===== src/rtl/comp_sequencer.sv =====
// comp_sequencer: queues layer commands and dispatches them one at a time to NUM_ENG engines
// Ports: cmd_valid/cmd_ready/cmd_sel/cmd_last command push; eng_start/eng_done engine handshake;
//   mux_sel buffer/PE mux select (0 = none); busy, done, net_done status; err sticky
//   {timeout, illegal select} cleared by err_clr; timeout_cfg watchdog limit; q_level FIFO occupancy.
// Optional COMP_WATCHDOG_EN: RUN-cycle watchdog that aborts a silent engine and flags err[1].
module comp_sequencer #(
  parameter int NUM_ENG = 4,
  parameter int SEL_W = 3,
  parameter int QDEPTH = 4,
  parameter int TO_W = 16
) (
  input  logic                       clk,
  input  logic                       rst,
  input  logic                       cmd_valid,
  output logic                       cmd_ready,
  input  logic [SEL_W-1:0]           cmd_sel,
  input  logic                       cmd_last,
  output logic [NUM_ENG-1:0]         eng_start,
  input  logic [NUM_ENG-1:0]         eng_done,
  output logic [SEL_W-1:0]           mux_sel,
  output logic                       busy,
  output logic                       done,
  output logic                       net_done,
  output logic [1:0]                 err,
  input  logic                       err_clr,
  input  logic [TO_W-1:0]            timeout_cfg,
  output logic [$clog2(QDEPTH):0]    q_level
);
  localparam int AW = $clog2(QDEPTH);
  localparam logic [SEL_W-1:0] NE = SEL_W'(NUM_ENG);
  localparam logic [AW:0] QD = (AW+1)'(QDEPTH);
  typedef enum logic [2:0] {IDLE, LOAD, START, RUN, DRAIN} state_t;
  state_t state, state_n;
  logic [SEL_W-1:0] mem_sel [QDEPTH];
  logic mem_last [QDEPTH];
  logic [AW-1:0] wp, rp;
  logic [AW:0] level_n;
  logic [NUM_ENG-1:0] sel_oh;
  logic cur_last, rest, push, pop, legal, hit, to_hit;
  assign cmd_ready = q_level < QD;
  assign push = cmd_valid && cmd_ready;
  // rest holds IDLE for one cycle after DRAIN so mux_sel sits at 0 before the next pop
  assign pop = state == IDLE && !rest && q_level != '0;
  assign legal = mem_sel[rp] != '0 && mem_sel[rp] <= NE;
  // mux_sel doubles as the current command's select while an operation is in flight
  assign sel_oh = NUM_ENG'(1) << (mux_sel - 1'b1);
  assign hit = state == RUN && |(eng_done & sel_oh);
  assign level_n = q_level + (AW+1)'(push) - (AW+1)'(pop);
`ifdef COMP_WATCHDOG_EN
  logic [TO_W-1:0] wd_cnt;
  always_ff @(posedge clk or negedge rst)
    if (!rst) wd_cnt <= '0;
    else wd_cnt <= state == RUN ? wd_cnt + 1'b1 : '0;
  assign to_hit = state == RUN && timeout_cfg != '0 && wd_cnt == timeout_cfg - 1'b1;
`else
  assign to_hit = 1'b0 & |timeout_cfg;
`endif
  always_comb begin
    state_n = state;
    state_n = state == IDLE  ? (pop && legal ? LOAD : IDLE) :
              state == LOAD  ? START :
              state == START ? RUN :
              state == RUN   ? (hit || to_hit ? DRAIN : RUN) : IDLE;
  end
  always_ff @(posedge clk or negedge rst)
    if (!rst) state <= IDLE;
    else state <= state_n;
  always_ff @(posedge clk)
    if (push) begin
      mem_sel[wp] <= cmd_sel;
      mem_last[wp] <= cmd_last;
    end
  always_ff @(posedge clk or negedge rst)
    if (!rst) begin
      wp <= '0;
      rp <= '0;
      q_level <= '0;
      rest <= 1'b0;
      mux_sel <= '0;
      cur_last <= 1'b0;
      eng_start <= '0;
      done <= 1'b0;
      net_done <= 1'b0;
      err <= '0;
      busy <= 1'b0;
    end else begin
      wp <= wp + AW'(push);
      rp <= rp + AW'(pop);
      q_level <= level_n;
      rest <= state == DRAIN;
      if (pop) begin
        mux_sel <= legal ? mem_sel[rp] : '0;
        cur_last <= mem_last[rp];
      end else if (state == DRAIN) mux_sel <= '0;
      eng_start <= state == LOAD ? sel_oh : '0;
      done <= state_n == DRAIN;
      net_done <= state_n == DRAIN && cur_last;
      err[0] <= (pop && !legal) || (err[0] && !err_clr);
      err[1] <= (to_hit && !hit) || (err[1] && !err_clr);
      busy <= state_n != IDLE || level_n != '0;
    end
endmodule


===== config.mk =====
export PLATFORM = sky130hd
export DESIGN_NAME = comp_sequencer
export DESIGN_NICKNAME = d
export VERILOG_FILES = /design/src/rtl/comp_sequencer.sv
export SDC_FILE = /design/constraint.sdc
export NUM_CORES = 1
export LEC_CHECK = 0
export ABC_AREA = 0
export BUFFER_PORTS_ARGS = -buffer_cell sky130_fd_sc_hd__buf_4
export CAP_MARGIN = 30
export CORE_AREA = 2 2 58 60
export CTS_CLUSTER_DIAMETER = 30
export CTS_CLUSTER_SIZE = 10
export DETAILED_ROUTE_END_ITERATION = 16
export DIE_AREA = 0 0 60 62
export PLACE_DENSITY_LB_ADDON = 0.1
export SLEW_MARGIN = 0
export SYNTH_ARGS = -nofsm -noshare
export SYNTH_HDL_FRONTEND = slang
export SYNTH_SLANG_ARGS = --single-unit

===== constraint.sdc =====
create_clock -name clk -period 7.6 [get_ports clk]
set_input_delay 1.14 -clock clk [delete_from_list [all_inputs] [get_ports clk]]
set_output_delay 1.14 -clock clk [all_outputs]
set_load 0.02 [all_outputs]

==> impl_metrics.tcl <==
set metrics [dict create \
    stdcell_area_um2 1970 \
    rows 21 \
    clock.fmax_ghz 0.345 \
    rrSetupSlack_ns 4.70 \
    r2r-end "busy" \
    drt_first_pass_iters 4 \
    ctsResizeCount 0 \
    ys_types 36 \
    status "finished, final reports clean" \
    multi_input_area_um2 510 \
    hold_buffers 0 \
    syn2layout_area_growth_pct 20.0 \
    grt_max_degree 25 \
    worstSetupPathType "reg -> reg" \
    post_cts_buffers 0 \
    cp_max_fo 9 \
    synth_edf_count 16 \
    top_usage_layer "met2" \
    critPathBufInv 2 \
    die_w_um 60 \
    finalWirelength_um 2480 \
    mostFrequentLayoutCell "buf_4" \
    endpoint_kind "flop" \
    maxSlewHeadroom 0.543 \
    ant_nets 0 \
    hold_start "err[1]" \
    wl_per_cell_um 13.1 \
    synthesis.nets 143 \
    die_area_um2 3720 \
    grt_pass1_vias 853 \
    grt_overflow 0 \
    synthArstFlopShare 0.600 \
    crit_family "simple AND/OR/NAND/NOR gates" \
    worst_slew_pin_slew_ns 0.680 \
    antenna_found_initial 0 \
    die_h_um 62 \
    grt_pass1_wl_um 4000 \
    p_per_area_nw_per_um2 257 \
    crit_path_max_incr_delay_ns 0.59 \
    clock-sinks 40 \
    fillers 257 \
    cts_root_buf "clkbuf_4" \
    regArea_um2 1080 \
    p_leak_nw 0.882 \
    final-max-slew-violation-count 0 \
    syn_inst 109 \
    min_delay_path_depth 1 \
    vias_per_cell 5.03 \
    drive_above_1_share 0.329 \
    min_to "err[1]" \
    first_iter_violations 19 \
    ys_seq_elements 40 \
    via_count 950 \
    critical_path_required_ns 7.83 \
    rsz0062_at_grt "false" \
    netlist_area_um2 1640 \
    synth_ff_type "dfrtp_1" \
    cp.arrival_ns 3.13 \
    core_um2 3180 \
    crit_chain "or4_4, or2_4, clkinv_2, ha_1, inv_1, ha_1, fa_1, xnor2_1, xnor2_1, or3_1" \
    finalWeightedCongestion 0.787 \
    globalRouteMet2Util 0.250 \
    met3_usage 0.0559 \
    synth_area_per_cell_um2 15.1 \
    clock_skew_ns 0.00792 \
    antenna_cells 0 \
    cts_tree "built" \
    synth_area_leaders "dfrtp_1 (37%), edfxtp_1 (29%), mux4_2 (5.5%)" \
    fin_crit_ns 2.90 \
    whs_ns 0.516 \
    synth_top_cell_by_area "dfrtp_1" \
    path_clk_slew_ns 0.12 \
    ios 44 \
    placed_area_um2 1890 \
    synth_top_area_frac 0.366 \
    cts_buffers 5 \
    grtUsageTotal 0.156 \
    io_buffers 27 \
    r2r_start "state[1]" \
    hold_path.class "reg -> reg" \
    setup_viol 0 \
    postLayoutCoreUtil 0.620 \
    final_cell_mix "buf_4 (27), dfrtp_1 (24), edfxtp_1 (16)" \
    ff2ff_path_depth 10 \
    start_kind "flop" \
    ir_drop_mv 0.157 \
    fin_tns_setup_ns 0 \
    clk_latency_ns 0.35 \
    fin_crit_sh 0.382 \
    clock_path_buffers 2 \
    cts.htree.levels 2 \
    yosys_warnings 0 \
    cap_violations 0 \
    nNetsFinal 176 \
    hold_violations 0 \
    yosysSeqAreaShare 0.659 \
    cp_slowest_cell "or4_4" \
    start_util 0.516 \
    drc 0 \
    grtUsageMet1 0.179 \
    hpwl_um 1830 \
]
[state kept, by name, indices dropped and copies added (netlist names)]
signal     flops
state          3
cur_last       1
wp             2
q_level        3
mem_sel       12
net_done       1
busy           1
eng_start      4
mux_sel        3
mem_last       4
rest           1
done           1
err            2
rp             2
[area by class of cell]
cell class,count,area share
flip-flops and latches,40,0.549
multi-input cells,58,0.259
repair buffers,27,0.103
well taps,46,0.0292
clock inverters,3,0.0216
inverters,10,0.0197
clock buffers,5,0.0190
[synthesized netlist by cell type, drive strengths merged (2+ instances only)]
cell type	number
a32o	2
and3	2
dfrtp	24
edfxtp	16
ha	5
inv	9
mux2	2
mux4	4
nand2	6
nor2	7
nor2b	2
nor3	3
nor3b	3
nor4b	2
xnor2	2
xor2	2
[where the power goes]
part           switching [mW]  internal [mW]  total, mW
clock                  0.0679         0.0685      0.136
sequential             0.0168          0.253      0.270
combinational          0.0559         0.0447      0.101
total                   0.141          0.366      0.507
[how the worst max path moves through the flow]
stage	startpoint	end	slack, ns	depth (start not counted)
floorplan	cmd_valid	busy	4.80	8
global placement	cmd_valid	busy	4.67	9
detailed placement	cmd_valid	busy	4.64	9
CTS	state[1]	busy	4.69	10
global route	state[1]	busy	4.56	10
finish	state[1]	busy	4.70	10
[kinds of logic after synthesis]
group | Yosys count | share of synthesized area
AO/OA/AOI/OAI | 9 | 0.0473
XOR/XNOR | 4 | 0.0213
adder cells (fa/ha/maj) | 6 | 0.0503
buffers and inverters | 11 | 0.0305
flip-flops | 40 | 0.659
multiplexers | 6 | 0.0709
AND/OR/NAND/NOR | 33 | 0.121
[per-stage QoR]
step	instances	setup WS [ns]	power, mW
after global placement	181	4.67	0.372
after CTS	189	4.69	0.515
final	189	4.70	0.507
after detailed placement	181	4.64	0.377
after global routing	189	4.56	0.537
after floorplan	109	4.80	0.337
[layer usage]
layer / up-vias / share of wire
met2: 25 / 0.50
met1: 457 / 0.41
met4: 0 / 0.032
met5: - / 0
met3: 8 / 0.052
li1: 460 / -
Note: power is estimated with default switching activity, not from simulation.
